==> src/rtl/simon_pkg.sv <==
// Shared types and constants for the Simon round controller and its LFSR.
package simon_pkg;

   localparam int                     SIMON_WIDTH     = 8;
   localparam logic [SIMON_WIDTH-1:0] SIMON_LFSR_SEED = 8'h5A;
   localparam logic [SIMON_WIDTH-1:0] SIMON_LFSR_TAPS = 8'hB8;
   localparam logic [7:0]             ROUND_SAT       = 8'd255;

   typedef enum logic [1:0] {
      ST_IDLE,
      ST_SHOW,
      ST_ARMED,
      ST_WAIT_DONE
   } state_t;

   function automatic logic [7:0] sat_inc(input logic [7:0] v);
      return (v == ROUND_SAT) ? v : v + 8'd1;
   endfunction

endpackage

==> src/rtl/simon_lfsr.sv <==
// Free-running Galois right-shift LFSR; an all-zero value is steered back to SEED.
module simon_lfsr
   import simon_pkg::*;
#(
   parameter int               WIDTH = SIMON_WIDTH,
   parameter logic [WIDTH-1:0] TAPS  = SIMON_LFSR_TAPS,
   parameter logic [WIDTH-1:0] SEED  = SIMON_LFSR_SEED
)(
   input  logic             clock,
   input  logic             reset,
   output logic [WIDTH-1:0] q
);

   logic [WIDTH-1:0] q_q;
   logic [WIDTH-1:0] q_d;

   always_comb begin
      q_d = (q_q >> 1) ^ (q_q[0] ? TAPS : '0);
      // Zero is a lock-up state for this structure, so recover to the seed.
      if (q_q == '0) q_d = SEED;
   end

   always_ff @(posedge clock) begin
      if (reset) q_q <= SEED;
      else       q_q <= q_d;
   end

   assign q = q_q;

endmodule

==> src/rtl/simon_round_ctrl.sv <==
// Simon round generator: captures an LFSR value on start, shows it, strobes load, counts rounds.
// Optional start-button debounce is enabled by defining SIMON_ROUND_CTRL_DEBOUNCE_EN.
module simon_round_ctrl
   import simon_pkg::*;
#(
   parameter int               WIDTH       = SIMON_WIDTH,
   parameter int               SHOW_CYCLES = 100000000,
   parameter logic [WIDTH-1:0] LFSR_TAPS   = SIMON_LFSR_TAPS,
   parameter logic [WIDTH-1:0] LFSR_SEED   = SIMON_LFSR_SEED
`ifdef SIMON_ROUND_CTRL_DEBOUNCE_EN
   ,
   parameter int               DEBOUNCE_CYCLES = 1000000
`endif
)(
   input  logic             clock,
   input  logic             reset,
   input  logic             start_game,
   input  logic             fsm_busy,
   output logic [WIDTH-1:0] random_num,
   output logic             load,
   output logic [WIDTH-1:0] pattern_led,
   output logic             showing,
   output logic [7:0]       round_count
);

   localparam logic [31:0] SHOW_M1 = 32'(SHOW_CYCLES - 1);

   logic [WIDTH-1:0] lfsr_val;
   logic             sync1_q, sync2_q, prev_q;
   logic             level;
   logic             rise;
   state_t           state_q, state_d;
   logic [31:0]      timer_q, timer_d;
   logic [WIDTH-1:0] rn_q, rn_d;
   logic             load_q, load_d;
   logic [7:0]       rc_q, rc_d;

   simon_lfsr #(
      .WIDTH (WIDTH),
      .TAPS  (LFSR_TAPS),
      .SEED  (LFSR_SEED)
   ) u_lfsr (
      .clock (clock),
      .reset (reset),
      .q     (lfsr_val)
   );

   always_ff @(posedge clock) begin
      if (reset) begin
         sync1_q <= 1'b0;
         sync2_q <= 1'b0;
         prev_q  <= 1'b0;
      end else begin
         sync1_q <= start_game;
         sync2_q <= sync1_q;
         prev_q  <= level;
      end
   end

`ifdef SIMON_ROUND_CTRL_DEBOUNCE_EN
   logic        deb_q;
   logic [31:0] deb_cnt_q;

   // Level only follows the synchronized input after it differs for DEBOUNCE_CYCLES in a row.
   always_ff @(posedge clock) begin
      if (reset) begin
         deb_q     <= 1'b0;
         deb_cnt_q <= '0;
      end else if (sync2_q == deb_q) begin
         deb_cnt_q <= '0;
      end else if (deb_cnt_q == 32'(DEBOUNCE_CYCLES - 1)) begin
         deb_q     <= sync2_q;
         deb_cnt_q <= '0;
      end else begin
         deb_cnt_q <= deb_cnt_q + 32'd1;
      end
   end

   assign level = deb_q;
`else
   assign level = sync2_q;
`endif

   assign rise = level & ~prev_q;

   always_comb begin
      state_d = state_q;
      timer_d = timer_q;
      rn_d    = rn_q;
      load_d  = 1'b0;
      rc_d    = rc_q;
      case (state_q)
         ST_IDLE: begin
            if (rise) begin
               rn_d    = lfsr_val;
               timer_d = SHOW_M1;
               state_d = ST_SHOW;
            end
         end
         ST_SHOW: begin
            // load is registered, so it is raised one cycle early to coincide with timer==0.
            if (timer_q == 32'd1) load_d = 1'b1;
            if (timer_q == '0) state_d = ST_ARMED;
            else               timer_d = timer_q - 32'd1;
         end
         ST_ARMED: begin
            if (fsm_busy) state_d = ST_WAIT_DONE;
         end
         ST_WAIT_DONE: begin
            if (!fsm_busy) begin
               rc_d    = sat_inc(rc_q);
               state_d = ST_IDLE;
            end
         end
         default: state_d = ST_IDLE;
      endcase
   end

   always_ff @(posedge clock) begin
      if (reset) begin
         state_q <= ST_IDLE;
         timer_q <= '0;
         rn_q    <= '0;
         load_q  <= 1'b0;
         rc_q    <= '0;
      end else begin
         state_q <= state_d;
         timer_q <= timer_d;
         rn_q    <= rn_d;
         load_q  <= load_d;
         rc_q    <= rc_d;
      end
   end

   assign random_num  = rn_q;
   assign load        = load_q;
   assign showing     = (state_q == ST_SHOW);
   assign pattern_led = showing ? rn_q : '0;
   assign round_count = rc_q;

endmodule

==> config.mk <==
export PLATFORM = sky130hd
export DESIGN_NAME = simon_round_ctrl
export DESIGN_NICKNAME = d
export VERILOG_FILES = /design/src/rtl/simon_pkg.sv /design/src/rtl/simon_lfsr.sv /design/src/rtl/simon_round_ctrl.sv
export SDC_FILE = /design/constraint.sdc
export NUM_CORES = 1
export LEC_CHECK = 0
export ABC_AREA = 1
export BUFFER_PORTS_ARGS = -buffer_cell sky130_fd_sc_hd__buf_4
export CAP_MARGIN = 10
export CORE_MARGIN = 3
export CORE_UTILIZATION = 35
export CTS_BUF_LIST = sky130_fd_sc_hd__clkbuf_4 sky130_fd_sc_hd__clkbuf_8
export DETAILED_ROUTE_END_ITERATION = 7
export PLACE_DENSITY = 0.61
export SYNTH_ARGS = -nofsm -noshare
export SYNTH_HDL_FRONTEND = slang
export SYNTH_SLANG_ARGS = --single-unit
==> constraint.sdc <==
create_clock -name clock -period 4.9 [get_ports clock]
set_input_delay 0.49 -clock clock [delete_from_list [all_inputs] [get_ports clock]]
set_output_delay 0.49 -clock clock [all_outputs]
set_load 0.005 [all_outputs]
# After elaboration in Yosys (flattened, before gate mapping)
# Index checks and enable logic that the tools add are counted.
dict set report totals {
  output_inout_bits 26
  reg_bits 62
  elab_cells 48
  input_bits 4
}
dict set report classes {
  eq_ne 10
  reduce_logical 10
  n_addsub 2
  mux 11
  bitwise_logic 6
}
# operator count
set op_table {}
lappend op_table {{2-to-1 mux 32 bit} 2}
lappend op_table {{case mux 32 bit (2 select lines)} 1}
lappend op_table {{== test 32 x 1 -> 1 bit (second input constant)} 1}
lappend op_table {{zero test 32 bit} 1}
lappend op_table {{subtractor 32 x 1 -> 32 bit (second input constant)} 1}
lappend op_table {{2-to-1 mux 8 bit} 2}
lappend op_table {{adder 8 x 1 -> 8 bit (second input constant)} 1}
lappend op_table {{== test 8 bit (second input constant)} 1}
lappend op_table {{zero test 8 bit} 1}
lappend op_table {{2-to-1 mux 2 bit} 4}
lappend op_table {{inequality test 2 bit (second input constant)} 4}
lappend op_table {{case mux 2 bit (4 select lines)} 1}
lappend op_table {{bitwise XOR 7 x 8 -> 8 bit} 1}
lappend op_table {{AND reduction 3 bit} 2}
lappend op_table {{== test 2 bit (second input constant)} 2}
lappend op_table {{NOT 1 bit} 4}
lappend op_table {{AND reduction 4 bit} 1}
lappend op_table {{OR reduction 2 bit} 2}
lappend op_table {{== test 2 x 1 -> 1 bit (second input constant)} 1}
lappend op_table {{zero test 2 bit} 1}
lappend op_table {{inequality test 2 x 1 -> 1 bit (second input constant)} 1}
lappend op_table {{AND reduction 2 bit} 1}
lappend op_table {{nonzero test 2 bit} 1}
lappend op_table {{bitwise AND 1 bit} 1}
lappend op_table {{2-to-1 mux 1 bit} 1}

# Depth between registers and ports, before layout
# Gate-level depths: netlist (run 1).
dict set report logic_depth {
  depth_word 4
  ltp_mapped 12
  mapped_depth_nobuf 12
}

# Modules after synthesis
# From an unflattened synthesis (run 1), not the netlist that was laid out.
dict set report hier_totals {
  hier_cells 555
  area_unflattened_um2 3515.9
}
# mod cells_each area_per_inst_um2 n_inst
set modules_own_cells {}
lappend modules_own_cells {simon_round_ctrl 522 3219.3 1}
lappend modules_own_cells {simon_lfsr 33 296.5 1}

# Worst setup path before layout (run 1)
# Ideal clock, no wire load.
dict set report synth_path {
  kind {register to output}
  from {register state_q[1]}
  to {output port pattern_led[0]}
  t_required_ns 4.410
  arrival_ns 1.208
  setup_slack_ns 3.202
  path_stages_with_launch 7
  path_cell_list {dfxtp_1 inv_1 ha_1 clkbuf_1 clkbuf_1 nand2_1 inv_1}
}
dict set report synth_via {
  elab_chain_cells 2
}
# item line_no
set synth_lines {}
lappend synth_lines {{start: declaration} simon_round_ctrl.sv:32} ;# state_t state_q, state_d;
lappend synth_lines {{start signal: assignment} simon_round_ctrl.sv:127} ;# state_q <= state_d;
lappend synth_lines {{== test 2 x 1 -> 1 bit} simon_round_ctrl.sv:137} ;# assign showing = (state_q == ST_SHOW);
lappend synth_lines {{via showing} simon_round_ctrl.sv:22} ;# output logic showing,
lappend synth_lines {{2-to-1 mux 8 bit} simon_round_ctrl.sv:138} ;# assign pattern_led = showing ? rn_q : '0;
lappend synth_lines {{end: declaration} simon_round_ctrl.sv:21} ;# output logic [WIDTH-1:0] pattern_led,
# The timed path passes the listed nets, and every way through them passes these cells.

# Final worst setup path (run 1)
dict set report layout_path {
  from {register state_q[1]}
  to {register timer_q[4]}
}
dict set report layout_via {
  elab_chain_cells 3
  elab_cells_between_ends 7
}
# item line_no
set layout_lines {}
lappend layout_lines {{== test 2 x 1 -> 1 bit / zero test 2 bit (equally long branches)} simon_round_ctrl.sv:92} ;# case (state_q)
lappend layout_lines {{inequality test 2 bit (no line) / nonzero test 2 bit (equally long branches)} --}
lappend layout_lines {{AND reduction 3 bit (no line)} --}
lappend layout_lines {{end signal: assignment} simon_round_ctrl.sv:128} ;# timer_q <= timer_d;
lappend layout_lines {{end: declaration} simon_round_ctrl.sv:33} ;# logic [31:0] timer_q, timer_d;
# Parallel ways exist; a longest one is shown, timed or not.
# A chain may end at the register's enable or synchronous reset.

==> out/results.txt, run 1 <==
Tot Pwr -> 2326 uW
RSZ-0062 raised after global routing -> false
# diodes -> 0
clk slew on worst S/H paths -> 0.07 ns
final wirelength -> 8255 um
DP HPWL -> 5901 um
WL per Instance -> 11.69 um
count of cells resized by post-cts repair -> 0
drt pass-1 iters -> 4
CTS max path bufs -> 2
first-pass GRT wire length -> 14550 um
Worst Tran Pin Value -> 0.5054 ns
Net Count, Synth -> 560
worst hold slack -> 0.3487 ns
port bufs -> 29
Finish-stage setup viols -> 0
DIE AREA -> 0.01115 mm2
CTS Buf Count -> 9
number of global-route vias before repair -> 3190
number of remaining DRC errors -> 0
Final min period -> 2.484 ns
Setup Skew -> 0.007411 ns
Synth Warn # -> 0
Worst VDD drop -> 0.2167 mV
initial antenna violation count -> 0
critical path's slowest cell -> inv_2
Crit Path Max Fanout -> 37
CP arrival -> 2.76 ns
CTS tree -> built
final worst path period share -> 0.5069
Rel. slew slack -> 0.6626
Critical Path Start Type -> flip-flop
register area -> 0.001241 mm2
synthesis-to-layout area growth -> 15.61%
global-route usage over all layers -> 0.1579
top-level port count -> 30
post-CTS setup buffers -> 0
Leakage Power -> 0.001789 uW
most common cell after layout, fill and taps aside -> nand2_1
Max Cap Viol -> 0
Mapped Area -> 0.003471 mm2
most frequent cells in the layout -> nand2_1 (163), nor2_1 (97), dfxtp_1 (62)
number of max-slew violations in the final report -> 0
Core ar. -> 0.009459 mm2
CP Cell Sequence -> inv_1 -> ha_1 -> inv_1 -> nand2_1 -> nand3_4 -> inv_2 -> nand2_1 -> a21oi_1
Starting Density -> 0.3669
HP Class -> input pin to flip-flop
Syn Area/Cell -> 6.334 um2
largest net degree at the start of global routing -> 41
Die Y -> 105.6 um
Hold Vio Cnt, Final -> 0
htree depth -> 3
Root Driver -> clkbuf_8
final design utilization -> 0.4242
status -> finished clean
Pwr Density -> 579.7 mW/mm2
Via Count -> 3351
Peak Freq -> 402.6 MHz
Crit path largest cell delay -> 0.53 ns
Clk Latency, worst-skew pair -> 0.35 ns
Die Span X -> 105.6 um
net count reported at finish -> 584
number of DRC markers in iteration 0 -> 179
Yosys reg bits -> 62
ratio of cells with drive above 1 in the final layout -> 0.1196
Synth cell types -> 28
Crit Path Category -> flip-flop to flip-flop
final antenna-violating net count -> 0
# fillers -> 1024
FP Rows -> 35
GPL Wtd Cong -> 0.9573
Multi-input gate area -> 0.001918 mm2
Mapped Cells -> 548
clk sinks -> 62
WP data required -> 5.17 ns
Via density -> 4.746
setup TNS -> 0 ns
total gr overflow -> 0
Seq/Total Area, Yosys -> 0.3576
CTS Hold Bufs -> 0
Crit. End Element -> flip-flop
power breakdown:
part	switching [uW]	internal [uW]
Clock	212	366
Combinational	710	346
Sequential	99.9	593
synth_stat cells:
cell | number | area (um2)
nor4b_1 | 1 | 8.760
nand2_1 | 163 | 611.8
or2_2 | 15 | 93.84
ha_1 | 8 | 100.1
nor2_2 | 3 | 18.77
nand4_1 | 5 | 31.28
clkbuf_1 | 11 | 41.29
xnor2_1 | 5 | 43.79
a21oi_1 | 46 | 230.2
clkinv_1 | 1 | 3.750
dfxtp_1 | 62 | 1241
o21ai_0 | 20 | 100.1
nor2_4 | 1 | 11.26
xor2_1 | 4 | 35.03
a21o_1 | 1 | 7.510
nand3_4 | 1 | 17.52
nand2_2 | 1 | 6.260
nor3_1 | 1 | 5.000
nor4_1 | 1 | 6.260
inv_2 | 1 | 3.750
buf_6 | 5 | 56.30
buf_1 | 1 | 3.750
o21bai_1 | 7 | 52.55
nand3_1 | 31 | 155.2
mux2_2 | 1 | 11.26
nor3b_1 | 1 | 7.510
inv_1 | 54 | 202.7
nor2_1 | 97 | 364.1
registers in the layout, indices dropped and copies added (netlist names):
signal / cells
level: 1
load: 1
prev_q: 1
random_num: 8
round_count: 8
state_q: 2
sync1_q: 1
timer_q: 32
u_lfsr.q: 8
final timing paths:
path                           start                 endpoint  slack (ns)  cells past startpoint
max          state_q[1]$_SDFFE_PP0P_  timer_q[4]$_SDFFE_PP0P_        2.42                      8
max reg2reg  state_q[1]$_SDFFE_PP0P_  timer_q[4]$_SDFFE_PP0P_        2.42                      8
min                       start_game       sync1_q$_SDFF_PP0_        0.35                      3
min reg2reg       sync1_q$_SDFF_PP0_         level$_SDFF_PP0_        0.40                      2
stage by stage:
step	area (um2)	instances	worst slack, ns
floorplan	3471	548	3.202
global placement	3756	690	2.542
detailed placement	3756	690	2.382
CTS	4013	706	2.361
global route	4013	706	2.032
finish	4013	706	2.416
logic make-up (layout without fill, tap and decap cells):
| group | count (synthesis) | after routing | synth area share |
|---|---|---|---|
| simple gates | 321 | 321 | 0.3854 |
| compound gates | 74 | 74 | 0.1125 |
| buf+inv | 73 | 102 | 0.08976 |
| flops | 62 | 62 | 0.3576 |
| xor+xnor | 9 | 9 | 0.02271 |
| fa+ha+maj | 8 | 8 | 0.02884 |
| mux | 1 | 1 | 0.003244 |
area by class of cell:
| type | count | area share |
|---|---|---|
| Inverter | 56 | 0.05239 |
| Clock inverter | 5 | 0.02619 |
| Clock buffer | 11 | 0.03773 |
| Multi-Input combinational cell | 413 | 0.4780 |
| Tap cell | 129 | 0.04022 |
| Timing Repair Buffer | 30 | 0.05613 |
| Sequential cell | 62 | 0.3093 |
critical path, delay by kind of cell (launching register included):
family | cells | cell delay [ns]
and+or+nand+nor | 3 | 0.63
AOI/OAI and AO/OA | 1 | 0.15
adders and majority gates | 1 | 0.39
DFF | 1 | 0.33
buffers and inverters | 3 | 0.91
metal layers:
metal / share of wire / vias up / track usage
li1: - / 1764 / -
met1: 0.48 / 1505 / 0.1982
met2: 0.46 / 63 / 0.2596
met3: 0.040 / 19 / 0.03919
met4: 0.023 / 0 / 0.06290
met5: 0 / - / 0
Power figures use the tool's default switching activity.
==> inputs of run 2 (changes only) <==
- clock period: 4.9 -> 2.3 ns (I/O delays scaled with it)
==> out/results.txt, run 2 (synthesis gave the netlist of run 1 again) <==
status -> finished clean
clk slew on worst S/H paths -> 0.08 ns (about the same)
HP Start -> start_game
ratio of cells with drive above 1 in the final layout -> 0.1241 (+0.004554)
synthesis-to-layout area growth -> 15.03%
CTS max path bufs -> 2 (unchanged)
most frequent cells in the layout -> nand2_1 (163), nor2_1 (97), dfxtp_1 (62)
Leakage Power -> 0.001778 uW (-0.62%)
placed cells -> 693 (+0.43%)
Clk Latency, worst-skew pair -> 0.35 ns (about the same)
# fillers -> 1060 (+3.5%)
Crit Path Category -> flip-flop to flip-flop
DIE AREA -> 0.01115 mm2 (unchanged)
global-route usage over all layers -> 0.1569 (-0.001050)
critical path's slowest cell -> dfxtp_1
# diodes -> 0 (unchanged)
Hold EP -> sync1_q$_SDFF_PP0_
final wirelength -> 8153 um (-1.2%)
Max Cap Viol -> 0 (unchanged)
count of cells resized by post-cts repair -> 0 (unchanged)
Pwr Density -> 1192 mW/mm2 (+110%)
Peak Freq -> 508.0 MHz (+26%)
post-CTS setup buffers -> 0 (unchanged)
most common cell after layout, fill and taps aside -> nand2_1
Final Non-Filler Cells -> 709 (+0.42%)
Setup Skew -> 0.01269 ns (+0.005282 ns)
CTS Hold Bufs -> 0 (unchanged)
placed inst area -> 0.003779 mm2 (+0.60%)
number of global-route vias before repair -> 3118 (-2.3%)
most flop-heavy register -> timer_q
Worst VDD drop -> 0.4751 mV (+120%)
CP arrival -> 2.24 ns (-0.52 ns)
number of remaining DRC errors -> 0 (unchanged)
Core ar. -> 0.009459 mm2 (unchanged)
Crit. End Element -> flip-flop
top-level port count -> 30 (unchanged)
buffer and inverter count on the worst path -> 2 (-1)
register area -> 0.001241 mm2 (unchanged)
flop2flop setup slack -> 0.33 ns (-2.08 ns)
CP Cell Sequence -> inv_1 -> ha_1 -> nand2_2 -> nor2_4 -> nand2_1 -> nor2_1 -> nand2_1 -> nand3_4 -> buf_6 -> nand2_1 -> a21oi_1
CTS tree -> built
largest net degree at the start of global routing -> 41 (unchanged)
Crit Path Max Fanout -> 19 (-49%)
WHS Path Cells -> 3 (unchanged)
CTS Buf Count -> 9 (unchanged)
total gr overflow -> 0 (unchanged)
WP data required -> 2.57 ns (-2.60 ns)
Multi-input gate area -> 0.001918 mm2 (unchanged)
Die Span X -> 105.6 um (unchanged)
max reg flops -> 32 (unchanged)
Critical Path Start Type -> flip-flop
Finish-stage setup viols -> 0 (unchanged)
final worst path period share -> 0.8559 (+0.3490)
worst-case reg-to-reg path depth -> 11 (+3)
Crit path largest cell delay -> 0.33 ns (-0.20 ns)
Starting Density -> 0.3669 (unchanged)
Root Driver -> clkbuf_8
Die Y -> 105.6 um (unchanged)
Via Count -> 3319 (-0.95%)
post-route cell area -> 0.003993 mm2 (-0.50%)
htree depth -> 3 (unchanged)
Via density -> 4.681 (-1.4%)
port bufs -> 29 (unchanged)
number of max-slew violations in the final report -> 0 (unchanged)
first-pass GRT wire length -> 14300 um (-1.7%)
clk sinks -> 62 (unchanged)
drt pass-1 iters -> 4 (unchanged)
DP HPWL -> 5784 um (-2.0%)
setup TNS -> 0 ns (unchanged)
RSZ-0062 raised after global routing -> false
Hold Vio Cnt, Final -> 0 (unchanged)
number of DRC markers in iteration 0 -> 142 (-21%)
final antenna-violating net count -> 0 (unchanged)
worst reg2reg path startpoint -> timer_q[0]$_SDFFE_PP0P_
net count reported at finish -> 587 (+0.51%)
Top cell by count, worst path -> nand2_1
FP Rows -> 35 (unchanged)
HP Class -> input pin to flip-flop
WL per Instance -> 11.50 um (-1.7%)
Reg-to-Reg End -> timer_q[6]$_SDFFE_PP0P_
final design utilization -> 0.4221 (-0.002116)
GPL Wtd Cong -> 0.8467 (-12%)
delay-heaviest family, CP -> simple AND/OR/NAND/NOR gates
Rel. slew slack -> 0.6723 (+0.009691)
initial antenna violation count -> 0 (unchanged)
Worst Tran Pin Value -> 0.4864 ns (-0.01894 ns)
Final min period -> 1.969 ns (-0.5152 ns)
-- run 2: cell count changes in the layout (fill, tap and decap cells not counted), sizes merged --
cell / before / now
buf: 30 / 33
bufinv: 3 / 1
clkinv: 1 / 2
inv: 55 / 56
clkinvlp: 2 / 3
clkbuf: 11 / 10
-- run 2: area by class of cell --
type | instances | area share
tap | 129 | 0.04043
clock inverter | 6 | 0.01755
clock buffer | 10 | 0.03447
sequential | 62 | 0.3109
inverter | 56 | 0.05327
timing repair buffer | 33 | 0.06299
multi-input combinational | 413 | 0.4804
-- run 2: worst max path at each step --
stage	from	end	slack (ns)	cells past startpoint
2_1_floorplan	timer_q[0]$_SDFFE_PP0P_	timer_q[15]$_SDFFE_PP0P_	0.61	12
3_3_place_gp	timer_q[0]$_SDFFE_PP0P_	timer_q[26]$_SDFFE_PP0P_	0.26	11
3_5_place_dp	timer_q[0]$_SDFFE_PP0P_	timer_q[6]$_SDFFE_PP0P_	0.21	11
4_1_cts	timer_q[0]$_SDFFE_PP0P_	timer_q[6]$_SDFFE_PP0P_	0.20	11
5_1_grt	timer_q[0]$_SDFFE_PP0P_	timer_q[26]$_SDFFE_PP0P_	0.07	11
6_report	timer_q[0]$_SDFFE_PP0P_	timer_q[6]$_SDFFE_PP0P_	0.33	11
-- run 2: power breakdown --
| part | leakage (uW) | internal [uW] | switching [uW] |
|---|---|---|---|
| Combinational | 0.00118 | 769 | 1500 |
| Sequential | 0.000508 | 1260 | 217 |
| Clock | 0.0000951 | 535 | 478 |
-- run 2: metal layers --
layer | GRT usage | up-vias | share of wire
met3 | 0.04164 | 8 | 0.048
met4 | 0.04718 | 0 | 0.010
li1 | - | 1769 | -
met5 | 0 | - | 0
met1 | 0.1943 | 1487 | 0.48
met2 | 0.2664 | 55 | 0.46
-- run 2: tightest hold or removal path, cell delays in order --
cell and delay, ns:
buf_4 0.07, inv_1 0.03, nor2_1 0.06
-- run 2: stage by stage --
step,setup WS [ns],hold slack [ns],total power (uW)
2_1_floorplan,0.6081,0.3370,3298
3_3_place_gp,0.2600,0.3948,3736
3_5_place_dp,0.2125,0.3920,3772
4_1_cts,0.1953,0.05931,4797
5_1_grt,0.06895,0.08557,5235
6_report,0.3313,0.07168,4758
==> inputs of run 3 (changes only) <==
- MAX_ROUTING_LAYER: not set -> met4
==> out/results.txt, run 3 (synthesis gave the netlist of run 1 again) <==
status -> finished clean
CTS max path bufs -> 2 (unchanged)
Tot Pwr -> 4705 uW (-1.1%)
most common cell after layout, fill and taps aside -> nand2_1
final worst path period share -> 0.8962 (+0.04031)
CTS Buf Count -> 9 (unchanged)
number of max-slew violations in the final report -> 0 (unchanged)
CP arrival -> 2.33 ns (+0.09 ns)
Worst Tran Pin Value -> 0.5001 ns (+0.01371 ns)
number of remaining DRC errors -> 0 (unchanged)
Rel. slew slack -> 0.6656 (-0.006647)
Root Driver -> clkbuf_8
RSZ-0062 raised after global routing -> false
Crit. End Element -> flip-flop
number of global-route vias before repair -> 3031 (-2.8%)
Peak Freq -> 485.1 MHz (-4.5%)
uppermost layer routed -> met4
Core ar. -> 0.009459 mm2 (unchanged)
total gr overflow -> 0 (unchanged)
Via density -> 4.578 (-2.2%)
net count reported at finish -> 587 (unchanged)
clock share of power -> 0.204 (-0.009)
final design utilization -> 0.4202 (-0.001852)
most flop-heavy register -> timer_q
first-pass GRT wire length -> 14150 um (-1.0%)
CTS tree -> built
Crit Path Category -> flip-flop to flip-flop
final wirelength -> 8231 um (+0.96%)
pre-CTS setup slack -> 0.1871 ns (-0.02541 ns)
# diodes -> 0 (unchanged)
final worst setup slack -> 0.2386 ns (-0.09270 ns)
WP data required -> 2.57 ns (about the same)
clk sinks -> 62 (unchanged)
Max Cap Viol -> 0 (unchanged)
Setup Skew -> 0.006998 ns (-0.005695 ns)
global-route usage over all layers -> 0.1598 (+0.002882)
Leakage Power -> 0.001773 uW (-0.27%)
Via Count -> 3246 (-2.2%)
most frequent cells in the layout -> nand2_1 (163), nor2_1 (97), dfxtp_1 (62)
routed wl met3 -> 352 um (-10%)
Clk Latency, worst-skew pair -> 0.34 ns (about the same)
synthesis-to-layout area growth -> 14.53%
CTS Hold Bufs -> 0 (unchanged)
port bufs -> 29 (unchanged)
Starting Density -> 0.3669 (unchanged)
fraction of power consumed by sequential logic -> 0.315 (+0.004)
Worst VDD drop -> 0.4966 mV (+4.5%)
drt pass-1 iters -> 4 (unchanged)
ratio of cells with drive above 1 in the final layout -> 0.1241 (unchanged)
max reg flops -> 32 (unchanged)
Comb pwr share -> 0.481 (+0.005)
FP Rows -> 35 (unchanged)
Die Span X -> 105.6 um (unchanged)
Net Switching -> 2170 uW (-0.94%)
post-CTS setup buffers -> 0 (unchanged)
htree depth -> 3 (unchanged)
Hold Vio Cnt, Final -> 0 (unchanged)
Pwr Density -> 1184 mW/mm2 (-0.69%)
clk slew on worst S/H paths -> 0.07 ns (about the same)
largest net degree at the start of global routing -> 41 (unchanged)
setup TNS -> 0 ns (unchanged)
number of DRC markers in iteration 0 -> 204 (+44%)
Crit Path Max Fanout -> 19 (unchanged)
WL per Instance -> 11.61 um (+0.96%)
Finish-stage setup viols -> 0 (unchanged)
Die Y -> 105.6 um (unchanged)
DP HPWL -> 5810 um (+0.44%)
top-level port count -> 30 (unchanged)
final antenna-violating net count -> 0 (unchanged)
DIE AREA -> 0.01115 mm2 (unchanged)
met1 WL -> 4048 um (+4.1%)
fraction of power spent switching nets -> 0.4613 (+0.0008588)
initial antenna violation count -> 0 (unchanged)
internal power -> 2534 uW (-1.3%)
GPL Wtd Cong -> 0.8503 (+0.43%)
Final min period -> 2.061 ns (+0.09270 ns)
Critical Path Start Type -> flip-flop
HP Class -> input pin to flip-flop
met2 WL -> 3754 um (-0.90%)
-- run 3: repair_timing --
item / CTS / global route
endpoints found under the setup margin: 0 / 8
endpoints found under the hold margin: 0 / 0
resized for setup: 0 / 2
-- run 3: layout make-up --
| cell class | count | area [um2] |
|---|---|---|
| clock buffer | 10 | 131.4 |
| clock inverter | 6 | 62.56 |
| fill | 1051 | 5484 |
| inverter | 56 | 212.7 |
| multi-input combinational | 413 | 1918 |
| sequential | 62 | 1241 |
| tap | 129 | 161.4 |
| timing repair buffer | 33 | 247.7 |
-- run 3: final timing paths --
| path | from | end | slack [ns] | cells past startpoint |
|---|---|---|---|---|
| min | start_game | sync1_q$_SDFF_PP0_ | 0.08 | 3 |
| max | timer_q[1]$_SDFFE_PP0P_ | timer_q[20]$_SDFFE_PP0P_ | 0.24 | 11 |
| max reg2reg | timer_q[1]$_SDFFE_PP0P_ | timer_q[20]$_SDFFE_PP0P_ | 0.24 | 11 |
| min reg2reg | sync1_q$_SDFF_PP0_ | level$_SDFF_PP0_ | 0.41 | 2 |
-- run 3: power by group through the flow --
stage / Combinational (uW) / Clock (uW) / Sequential, uW
after floorplan: 1860 / 0 / 1440
after global placement: 2240 / 0 / 1500
after detailed placement: 2270 / 0 / 1500
after CTS: 2280 / 993 / 1480
after global routing: 2610 / 1040 / 1510
final: 2260 / 960 / 1480
-- run 3: per-stage QoR --
| stage | std cells | hold WS, ns | instance area [um2] |
|---|---|---|---|
| floorplan | 548 | 0.3370 | 3471 |
| global placement | 693 | 0.3943 | 3779 |
| detailed placement | 693 | 0.3965 | 3779 |
| CTS | 709 | 0.07111 | 3973 |
| global route | 709 | 0.07581 | 3975 |
| finish | 709 | 0.08415 | 3975 |
-- run 3: worst max-delay path, cell delays in order (launching register included) --
cell,delay (ns)
dfxtp_1,0.31
inv_1,0.10
ha_1,0.23
nand2_2,0.12
nor2_4,0.17
nand2_1,0.07
nor2_1,0.16
nand2_1,0.11
nand3_4,0.19
buf_4,0.30
nand2_1,0.07
a21oi_1,0.16
-- run 3: metal layers --
metal	track usage	vias to the layer above
met5	-	-
met2	0.2600	54
met3	0.04103	8
met4	0.03978	0
met1	0.1988	1417
li1	-	1767
